[config.mk]
export PLATFORM = sky130hd
export DESIGN_NAME = eth_tx_arbiter
export DESIGN_NICKNAME = d
export VERILOG_FILES = /design/src/rtl/eth_mac_defs.sv /design/src/rtl/eth_rr_pick.sv /design/src/rtl/eth_tx_arbiter.sv
export SDC_FILE = /design/constraint.sdc
export NUM_CORES = 1
export LEC_CHECK = 0
export ABC_AREA = 0
export CELL_PAD_IN_SITES_DETAIL_PLACEMENT = 1
export CELL_PAD_IN_SITES_GLOBAL_PLACEMENT = 1
export CORE_MARGIN = 4
export CORE_UTILIZATION = 35
export CTS_BUF_LIST = sky130_fd_sc_hd__clkbuf_8
export DETAILED_ROUTE_END_ITERATION = 7
export DONT_BUFFER_PORTS = 1
export PLACE_DENSITY_LB_ADDON = 0.1
export SYNTH_ARGS = -nofsm -noshare
export SYNTH_HDL_FRONTEND = slang
export SYNTH_SLANG_ARGS = --single-unit
[constraint.sdc]
create_clock -name clk -period 4.4 [get_ports clk]
set_input_delay 0.66 -clock clk [delete_from_list [all_inputs] [get_ports clk]]
set_output_delay 0.66 -clock clk [all_outputs]
set_load 0.05 [all_outputs]
[src/rtl/eth_mac_defs.sv]
// Definitions shared by the Ethernet MAC transmit/receive blocks and their arbiters.
package eth_mac_defs;

  // Byte width of every AXI-Stream interface in the MAC datapath
  localparam int AXIS_W = 8;

  // TX arbiter states; the remaining encodings are illegal and recover to idle
  typedef enum logic [1:0] {
    ST_ARB_IDLE = 2'd0,
    ST_ARB_XFER = 2'd1
  } arb_state_e;

endpackage

[src/rtl/eth_rr_pick.sv]
// Combinational round-robin picker: the first requester found searching upward
// from (ptr + 1) mod NUM_PORTS wins. Shared by the TX arbiter and the RX queue scheduler.
module eth_rr_pick #(
  parameter  int NUM_PORTS = 4,
  localparam int PORT_W    = $clog2(NUM_PORTS)
) (
  input  logic [NUM_PORTS-1:0] req,
  input  logic [PORT_W-1:0]    ptr,
  output logic [NUM_PORTS-1:0] onehot,
  output logic [PORT_W-1:0]    idx,
  output logic                 any
);

  // Scan candidates in priority order and keep the first one that requests
  always_comb begin
    int unsigned cand;
    onehot = '0;
    idx    = '0;
    any    = 1'b0;
    cand   = 0;
    for (int unsigned k = 1; k <= NUM_PORTS; k++) begin
      cand = (32'(ptr) + k) % NUM_PORTS;
      if (!any && req[cand]) begin
        any          = 1'b1;
        idx          = PORT_W'(cand);
        onehot[cand] = 1'b1;
      end
    end
  end

endmodule

[src/rtl/eth_tx_arbiter.sv]
// Frame-granular round-robin arbiter feeding the single byte-wide MAC TX stream.
// A grant is held from the first byte through the tlast handshake.
module eth_tx_arbiter
  import eth_mac_defs::*;
#(
  parameter  int NUM_PORTS = 4,
  localparam int PORT_W    = $clog2(NUM_PORTS)
) (
  input  logic                          clk,
  input  logic                          rst_n,
  input  logic [NUM_PORTS*AXIS_W-1:0]   s_axis_tdata,
  input  logic [NUM_PORTS-1:0]          s_axis_tvalid,
  input  logic [NUM_PORTS-1:0]          s_axis_tlast,
  output logic [NUM_PORTS-1:0]          s_axis_tready,
  output logic [AXIS_W-1:0]             m_axis_tdata,
  output logic                          m_axis_tvalid,
  output logic                          m_axis_tlast,
  input  logic                          m_axis_tready,
  input  logic [NUM_PORTS-1:0]          port_enable,
  input  logic                          tx_pause,
  output logic [NUM_PORTS-1:0]          grant,
  output logic [PORT_W-1:0]             grant_idx,
  output logic                          arb_busy,
  output logic [15:0]                   arb_frame_count
);

  arb_state_e           state_q, state_d;
  logic [NUM_PORTS-1:0] grant_q, grant_d;
  logic [PORT_W-1:0]    grant_idx_q, grant_idx_d;
  logic [PORT_W-1:0]    rr_ptr_q, rr_ptr_d;
  logic [15:0]          frame_cnt_q, frame_cnt_d;

  logic [NUM_PORTS-1:0] pick_onehot;
  logic [PORT_W-1:0]    pick_idx;
  logic                 pick_any;

  logic [AXIS_W-1:0]    sel_data;
  logic                 sel_valid;
  logic                 sel_last;

  eth_rr_pick #(.NUM_PORTS(NUM_PORTS)) u_pick (
    .req    (s_axis_tvalid & port_enable),
    .ptr    (rr_ptr_q),
    .onehot (pick_onehot),
    .idx    (pick_idx),
    .any    (pick_any)
  );

  // State, grant, round-robin pointer and frame counter registers
  always_ff @(posedge clk or negedge rst_n) begin
    if (!rst_n) begin
      state_q     <= ST_ARB_IDLE;
      grant_q     <= '0;
      grant_idx_q <= '0;
      rr_ptr_q    <= PORT_W'(NUM_PORTS - 1);
      frame_cnt_q <= '0;
    end else begin
      state_q     <= state_d;
      grant_q     <= grant_d;
      grant_idx_q <= grant_idx_d;
      rr_ptr_q    <= rr_ptr_d;
      frame_cnt_q <= frame_cnt_d;
    end
  end

  // Granted-port mux; loop compare avoids out-of-range part selects for non-power-of-2 port counts
  always_comb begin
    sel_data  = '0;
    sel_valid = 1'b0;
    sel_last  = 1'b0;
    for (int unsigned i = 0; i < NUM_PORTS; i++) begin
      if (grant_idx_q == PORT_W'(i)) begin
        sel_data  = s_axis_tdata[i*AXIS_W +: AXIS_W];
        sel_valid = s_axis_tvalid[i];
        sel_last  = s_axis_tlast[i];
      end
    end
  end

  // Next-state logic and pass-through outputs
  always_comb begin
    state_d       = state_q;
    grant_d       = grant_q;
    grant_idx_d   = grant_idx_q;
    rr_ptr_d      = rr_ptr_q;
    frame_cnt_d   = frame_cnt_q;
    m_axis_tdata  = '0;
    m_axis_tvalid = 1'b0;
    m_axis_tlast  = 1'b0;
    s_axis_tready = '0;
    case (state_q)
      ST_ARB_IDLE: begin
        if (pick_any && !tx_pause) begin
          state_d     = ST_ARB_XFER;
          grant_d     = pick_onehot;
          grant_idx_d = pick_idx;
        end
      end
      ST_ARB_XFER: begin
        m_axis_tdata  = sel_data;
        m_axis_tvalid = sel_valid;
        m_axis_tlast  = sel_last;
        for (int unsigned i = 0; i < NUM_PORTS; i++) begin
          if (grant_idx_q == PORT_W'(i)) s_axis_tready[i] = m_axis_tready;
        end
        if (sel_valid && m_axis_tready && sel_last) begin
          state_d     = ST_ARB_IDLE;
          grant_d     = '0;
          rr_ptr_d    = grant_idx_q;
          frame_cnt_d = frame_cnt_q + 16'd1;
        end
      end
      default: begin
        state_d = ST_ARB_IDLE;
        grant_d = '0;
      end
    endcase
  end

  assign grant           = grant_q;
  assign grant_idx       = grant_idx_q;
  assign arb_busy        = (state_q == ST_ARB_XFER);
  assign arb_frame_count = frame_cnt_q;

endmodule

==> results by group, run 1 <==
Status
  • Status: completed

Floorplanning
  • Core Box Area: 0.00511 mm2
  • Die X: 80.4 um
  • Top Ports: between 80 and 90
  • Initial Util: 0.359
  • Site row count: 26
  • Die ar.: 0.00646 mm2
  • Die Height: 80.4 um

Timing
  • Final hold viol count: 0
  • Setup tns final: 0 ps
  • Slew @ Worst Pin: between 900 and 1000 ps
  • Final setup fails: 0
  • Max-slew violations: 0
  • Clock period minus worst slack: 2920 ps
  • Fin crit share: 0.663
  • Skew final: about 1.6 ps
  • RSZ-0062 raised after global routing: false
  • Slew margin rel.: 0.361
  • Max Freq: 343 MHz
  • Hold_ws: 83.8 ps

Placement
  • Gpl congestion: 0.841
  • Buffers on Ports: 0
  • Detail Placement HPWL: 3920 um
  • Area after DPL: roughly 0.0019 mm2

Route
  • Vias/cell: 5.93
  • Iter 0 DRT Violations: 58
  • Drc violations: 0
  • DR WL/cell: 19.7 um
  • Initial DRT Pass Iterations: 5
  • Number of routed nets with antenna violations: 0
  • Vias: 1458
  • Final wirelength: 4860 um

Synthesis
  • Complex-gate fraction of the synthesized area: 0.119
  • Most frequently used flop master after synthesis: dfrtp_1
  • Syn Area/Cell: 10.4 um2
  • Synth Area in Adders: 0.0614
  • Mux contribution to synthesized area: 0.172
  • Synth Area in Simple Gates: 0.202
  • Xor/xnor share of the synthesized area: 0.0716
  • Top-area cell type share of the netlist area: 0.314
  • Synthesized Nets: ~230
  • Async SR Flop Fraction: 1.00
  • Post-synthesis sequential area ratio: 0.342
  • Yosys Warn Count: 0
  • Dominant cells by area after synthesis: dfrtp_1 31%, mux4_2 16%, ha_1 6.1%
  • Post-synth top area cell: dfrtp_1
  • Number of synthesized register bits: 25
  • Dominant combinational cell family by area after synthesis: simple AND/OR/NAND/NOR gates
  • Synthesized instance count: 177
  • Number of synthesized flops with an enable pin: 0
  • Synthesized cell area: 0.00183 mm2
  • Netlist cell types: 39

Clock tree
  • H-Tree Depth: 1
  • Post-CTS Hold Buffers: 0
  • Setup bufs post-CTS: 0
  • TritonCTS clock tree: yes
  • Worst-skew pair later-pin latency: 260 ps
  • CTS Buf Count: 3
  • Clock Sinks: 25
  • Root Buffer: clkbuf_8
  • Clock Tree Buf Depth: 2
  • Clk slew on worst S/H paths: 80 ps
  • Post-CTS Resized: 0

Critical path
  • Reg-to-reg endpoint: arb_frame_count[15]
  • Worst-case reg-to-reg path depth: 5
  • Setup CP Type: reg2out
  • Worst setup endpoint: m_axis_tvalid
  • Arrival time worst endpoint: 2260 ps
  • CP max FO: 15
  • CP Data Required Time: 3740 ps
  • CP Launch Type: flop
  • Crit end category: primary output
  • Critical Path Start: grant_idx[1]
  • Worst reg2reg startpoint: grant_idx[1]
  • Reg2reg setup slack: 1830 ps

Power
  • Static Leak: 0.000804 uW
  • Overall Power: around 1400 uW
  • Worst VDD drop: 0.359 mV
  • Pwr Density: 736 mW/mm2

Global routing
  • GRT Util Overall: 0.157
  • Initial antenna violation count: 0
  • Global-route wire length before repair: 8180 um
  • Vias in the first global route: 1607
  • Grt total ovfl: 0
  • Largest net degree at the start of global routing: 26

Flow run
  • # Max-Cap Violations: 0

Layout
  • Layout Area Growth over Synthesis: 6.34%
  • Most frequent cells in the layout: 23 x dfrtp_1, 16 x nand2_1, 13 x mux4_2, 12 x and2_1, 12 x nor2_1
  • Antenna Cells: 0
  • Final Util: 0.382
  • Final #Nets: between 200 and 250
  • Most common cell after layout, fill and taps aside: dfrtp_1
  • Share of cells above drive strength 1: 0.153
  • Post-route cell area: a little under 0.002 mm2

Min path
  • Hold crit path type: in2async
how the worst min path moves through the flow:
stage / start / to / slack [ps]
final: rst_n / arb_frame_count[12] / 80
after CTS: rst_n / arb_frame_count[12] / 70
after floorplan: rst_n / arb_frame_count[0] / 360
after detailed placement: rst_n / arb_frame_count[12] / 370
after global placement: rst_n / arb_frame_count[12] / 370
after global routing: rst_n / arb_frame_count[12] / 60
logic make-up after synthesis:
group,after synthesis
muxes,15
DFF,25
adders and majority gates,9
and+or+nand+nor,69
xor gates and xnor gates,15
buffers and inverters,13
AOI/OAI and AO/OA,31
critical path: stages (launching register included):
cell	delay [ps]
dfrtp_1	980
mux4_2	650
and2_1	360
power breakdown:
group          switching (uW)  internal (uW)  leakage [uW]
registers                 309            291      0.000322
logic                     454            253      0.000455
clock network            67.9           62.2     0.0000269
Yosys cell counts, types with 2 or more instances:
cell,number
clkbuf_1,3
a31oi_1,4
nand2_1,16
mux4_2,13
a222oi_1,4
and3_1,2
nor3_1,4
buf_2,4
nor3_2,2
xor2_1,7
ha_1,9
a311oi_1,2
nand3_1,11
nor2_1,12
dfrtp_1,23
dfstp_2,2
inv_1,5
xnor2_1,8
a21oi_1,11
mux2_2,2
and2_1,12
nand4_1,4
layer usage:
metal	up-vias	track usage	routed length (um)
met1	731	0.192	1890
met5	-	0	0
li1	662	-	-
met2	61	0.281	2500
met3	4	0.0325	410
met4	0	0.0372	56
cell type report:
type,count,area [um2]
fillers,589,3160
multi-input cells,139,1150
flip-flops and latches,25,628
well taps,70,87.6
clock buffers,3,41.3
repair buffers,3,22.5
inverters,5,18.8
clock inverters,1,3.75
sequential cells by signal, indices dropped and copies added (netlist names):
| name | cells |
|---|---|
| arb_frame_count | 16 |
| grant | 4 |
| grant_idx | 2 |
| rr_ptr_q | 2 |
| state_q | 1 |
per-stage QoR:
step / std cells / setup slack, ps
final: 246 / 1480
after global routing: 246 / 1370
after CTS: 246 / 1460
after detailed placement: 242 / 1760
after global placement: 242 / 1780
after floorplan: 177 / 1460
Note: power is estimated with default switching activity, not from simulation.
==> inputs of run 2 (changes only) <==
==> constraint.sdc (replaced) <==
create_clock -name clk -period 2.63 [get_ports clk]
set_input_delay 0.3945 -clock clk [delete_from_list [all_inputs] [get_ports clk]]
set_output_delay 0.3945 -clock clk [all_outputs]
set_load 0.05 [all_outputs]
==> run 2 against run 1 <==
Net effect: final area is 7.1% higher; sequential share of layout area is 2.1 points lower; clock skew is 4.1 ps higher; largest cell class unchanged; critical path depth is 4 higher; flip-flop and latch count stayed put; wire length is 1.1% higher; first-iteration DRC count is 38% higher; sequential power is 34% higher.
==> results by group, run 2 (synthesis gave the netlist of run 1 again) <==
Route
  • Initial DRT Pass Iterations: 5
  • Vias/cell: 5.80
  • Number of routed nets with antenna violations: 0
  • Iter 0 DRT Violations: 80
  • Vias: 1515
  • Final wirelength: between 4000 and 5000 um
  • Drc violations: 0
  • DR WL/cell: 18.8 um

Timing
  • Clock period minus worst slack: 2360 ps
  • Slack of the critical path: 274 ps
  • Fin crit share: 0.896
  • Max-slew violations: 0
  • Final hold viol count: 0
  • Final setup fails: 0
  • Setup tns final: 0 ps
  • Slew margin rel.: 0.596
  • Skew final: around 5.7 ps
  • Max Freq: 424 MHz
  • RSZ-0062 raised after global routing: false
  • Slew @ Worst Pin: 605 ps

Clock tree
  • CTS Buf Count: 3
  • Clock Tree Buf Depth: 2
  • Setup bufs post-CTS: 0
  • Clock Sinks: 25
  • Post-CTS Hold Buffers: 2
  • Clk slew on worst S/H paths: about 80 ps
  • Root Buffer: clkbuf_8
  • Worst-skew pair later-pin latency: between 200 and 300 ps
  • TritonCTS clock tree: yes
  • H-Tree Depth: 1
  • Post-CTS Resized: 0

Floorplanning
  • Die X: roughly 80 um
  • Die Height: approximately 80 um
  • Initial Util: 0.359
  • Die ar.: 0.00646 mm2
  • Site row count: 26
  • Core Box Area: ~0.005 mm2
  • Top Ports: 85

Placement
  • Buffers on Ports: 0
  • Inst Count DP: 255
  • Detail Placement HPWL: 4040 um
  • Pre-CTS setup slack: a little under 300 ps
  • Gpl congestion: 0.814

Min path
  • Hold crit path type: in2reg

Global routing
  • Global-route wire length before repair: a little over 8000 um
  • Gr busiest metal: met2
  • GRT Util Overall: 0.155
  • Vias in the first global route: ~1600
  • Grt total ovfl: 0
  • Initial antenna violation count: 0
  • GRT met2 Usage: 0.281
  • Met1 usage: 0.186
  • Largest net degree at the start of global routing: 26
  • Met3 Track Usage GR: 0.0348

Layout
  • Most frequent cells in the layout: 23 x dfrtp_1, 16 x nand2_1, 16 x buf_4, 13 x mux4_2
  • Share of cells above drive strength 1: 0.225
  • Layout Area Growth over Synthesis: 13.8%
  • Antenna Cells: 0
  • Max reg flops: 16
  • Cell Count, Final, Fillers Out: between 200 and 300
  • Final #Nets: approximately 250
  • Most common cell after layout, fill and taps aside: dfrtp_1

Power
  • Worst VDD drop: 0.690 mV
  • Pwr Density: roughly 1200 mW/mm2
  • Static Leak: 0.000887 uW
  • Overall Power: 2520 uW

Critical path
  • CP Data Required Time: 2760 ps
  • Setup CP Type: reg2reg
  • Arrival time worst endpoint: between 2000 and 2500 ps
  • CP max FO: 14
  • Crit end category: flop
  • CP Launch Type: flop

Flow run
  • # Max-Cap Violations: 0

Status
  • Status: completed
==> run 2: cell types whose count changed in the layout (fill, tap and decap cells not counted), sizes merged <==
| cell | delta |
|---|---|
| buf | +14 |
| dlygate4sd3 | +1 |
==> run 2: cell type report <==
cell class                 instances  area (um2)
tap                               70        87.6
fill                             588        3020
sequential                        25         628
multi-input combinational        139        1160
clock buffer                       3        41.3
timing repair buffer              18         150
clock inverter                     1        3.75
inverter                           5        18.8
==> run 2: routing by layer <==
| metal | vias to the layer above | part of all wire |
|---|---|---|
| li1 | 693 | - |
| met2 | 72 | 0.50 |
| met4 | 0 | 0.0081 |
| met3 | 2 | 0.084 |
| met1 | 748 | 0.40 |
| met5 | - | 0 |
==> run 2: worst paths after layout <==
kind	end	start	cells past startpoint	slack (ps)
max in group asynchronous	rr_ptr_q[1]	rst_n	2	1840
min	arb_frame_count[0]	m_axis_tready	2	430
max reg2reg	grant[2]	rr_ptr_q[0]	6	270
max	grant[2]	rr_ptr_q[0]	6	270
min in group asynchronous	arb_frame_count[5]	rst_n	2	560
min reg2reg	rr_ptr_q[1]	rr_ptr_q[1]	2	620
==> run 2: critical path: stages (launching register included) <==
cell	delay, ps
dfstp_2	710
inv_1	210
ha_1	370
mux4_2	310
nor2b_2	200
a222oi_1	310
a31oi_1	130
==> run 2: per-stage QoR <==
step,utilization,hold slack (ps),area (um2)
2_1_floorplan,-,98.9,1840
3_3_place_gp,0.394,99.5,2010
3_5_place_dp,0.394,99.6,2010
4_1_cts,0.409,431,2090
5_1_grt,0.409,453,2090
6_report,0.409,427,2090
==> run 2: power by group <==
| group | switching [uW] | internal, uW | total (uW) | leakage [uW] |
|---|---|---|---|---|
| Combinational | 992 | 510 | 1500 | 0.000538 |
| Clock | 113 | 104 | 217 | 0.0000269 |
| Sequential | 313 | 491 | 804 | 0.000322 |
==> inputs of run 3 (changes only) <==
--- a/config.mk
+++ b/config.mk
@@ -6,9 +6,10 @@
 export NUM_CORES = 1
 export LEC_CHECK = 0
 export ABC_AREA = 0
+export ABC_CLOCK_PERIOD_IN_PS = 2630
 export CELL_PAD_IN_SITES_DETAIL_PLACEMENT = 1
 export CELL_PAD_IN_SITES_GLOBAL_PLACEMENT = 1
-export CORE_MARGIN = 4
+export CORE_MARGIN = 1.5
 export CORE_UTILIZATION = 35
 export CTS_BUF_LIST = sky130_fd_sc_hd__clkbuf_8
 export DETAILED_ROUTE_END_ITERATION = 7
==> run 3 against run 2 <==
Net effect: via count shrank 0.59%; clock-buffer cell count is the same; die area shrank 12%; wire length shrank 2.6%; register-to-register slack lost 30 ps; hold slack lost 10 ps.
==> results by group, run 3 (synthesis gave the netlist of run 1 again) <==
Timing
  • Slack of the critical path: 243 ps
  • Slew margin rel.: 0.593
  • Fin crit share: 0.908
  • Max Freq: 419 MHz
  • Final setup fails: 0
  • Final hold viol count: 0
  • Clock period minus worst slack: about 2400 ps
  • Slew @ Worst Pin: approximately 610 ps
  • Skew final: 4.48 ps
  • RSZ-0062 raised after global routing: false
  • Max-slew violations: 0
  • Setup tns final: 0 ps

Floorplanning
  • Die Height: 75.4 um
  • Core Box Area: 0.00507 mm2
  • Top Ports: 85
  • Die ar.: 0.00568 mm2
  • Initial Util: 0.361
  • Site row count: 26
  • Die X: 75.4 um

Global routing
  • Global-route wire length before repair: 7430 um
  • Vias in the first global route: 1584
  • GRT Util Overall: 0.170
  • Grt total ovfl: 0
  • Largest net degree at the start of global routing: 26
  • Initial antenna violation count: 0

Layout
  • Layout Area Growth over Synthesis: 13.2%
  • Max reg flops: 16
  • Final #Nets: 248
  • Most frequent cells in the layout: 23 x dfrtp_1, 16 x nand2_1, 15 x buf_4, 13 x mux4_2
  • Post-route cell area: 0.00208 mm2
  • Share of cells above drive strength 1: 0.216
  • Antenna Cells: 0
  • Most common cell after layout, fill and taps aside: dfrtp_1

Critical path
  • Crit end category: flop
  • CP Launch Type: flop
  • Setup CP Type: reg2reg
  • CP Data Required Time: 2770 ps
  • Arrival time worst endpoint: 2530 ps
  • CP max FO: 14

Clock tree
  • H-Tree Depth: 1
  • Setup bufs post-CTS: 0
  • Clock Tree Buf Depth: 2
  • Clock Sinks: 25
  • Clk slew on worst S/H paths: 80 ps
  • Post-CTS Resized: 0
  • TritonCTS clock tree: yes
  • Worst-skew pair later-pin latency: 270 ps
  • Root Buffer: clkbuf_8
  • CTS Buf Count: 3

Power
  • Pwr Density: 1210 mW/mm2
  • Worst VDD drop: approximately 0.44 mV
  • Static Leak: 0.000880 uW

Route
  • Drc violations: 0
  • Vias/cell: 5.79
  • DR WL/cell: 18.4 um
  • Final wirelength: 4780 um
  • Number of routed nets with antenna violations: 0
  • Iter 0 DRT Violations: 89
  • Initial DRT Pass Iterations: 7
  • Vias: 1506

Status
  • Status: completed

Placement
  • Detail Placement HPWL: ~3800 um
  • Buffers on Ports: 0
  • Area after DPL: between 0.002 and 0.0025 mm2
  • Pre-CTS setup slack: 276 ps
  • Gpl congestion: roughly 0.8

Min path
  • Hold crit path type: in2reg

Flow run
  • # Max-Cap Violations: 0
run 3: final timing paths:
kind | startpoint | to | slack (ps) | cells after the start
max | rr_ptr_q[0] | grant[2] | 240 | 6
min | m_axis_tready | rr_ptr_q[1] | 420 | 2
max reg2reg | rr_ptr_q[0] | grant[2] | 240 | 6
min reg2reg | rr_ptr_q[1] | rr_ptr_q[1] | 630 | 2
max in group asynchronous | rst_n | rr_ptr_q[0] | 1850 | 2
min in group asynchronous | rst_n | arb_frame_count[11] | 550 | 2
run 3: metrics by stage:
step	utilization	total power, uW	instances	hold WS, ps
global route	0.409	2660	260	447
detailed placement	0.394	2290	254	99.4
global placement	0.394	2250	254	99.6
CTS	0.409	2530	260	427
finish	0.409	2510	260	417
floorplan	-	2010	177	98.9
run 3: metal layers:
metal / vias up / part of all wire / GRT usage
met2: 41 / 0.55 / 0.323
met5: - / 0 / 0
li1: 688 / - / -
met1: 763 / 0.39 / 0.183
met4: 0 / 0.028 / 0.0853
met3: 14 / 0.034 / 0.0238
run 3: layout make-up:
| class | count | area [um2] |
|---|---|---|
| clock buffer | 3 | 41.3 |
| clock inverter | 1 | 3.75 |
| fill | 593 | 3000 |
| inverter | 5 | 18.8 |
| multi-input combinational | 139 | 1150 |
| sequential | 25 | 628 |
| tap | 70 | 87.6 |
| timing repair buffer | 17 | 143 |
run 3: critical path: stages (launching register included):
cell	delay, ps
dfstp_2	710
inv_1	210
ha_1	390
mux4_2	320
nor2b_2	200
a222oi_1	310
a31oi_1	130
run 3: timing repair:
item | 4_1_cts | 5_1_grt
hold endpoints to repair | 25 | 0
endpoints found under the setup margin | 0 | 0
hold buffers | 2 | 0
run 3: report_power, final:
group / internal, uW / total [uW] / switching [uW]
Sequential: 491 / 810 / 318
Combinational: 502 / 1480 / 977
Clock: 104 / 219 / 115
Total: 1100 / 2510 / 1410
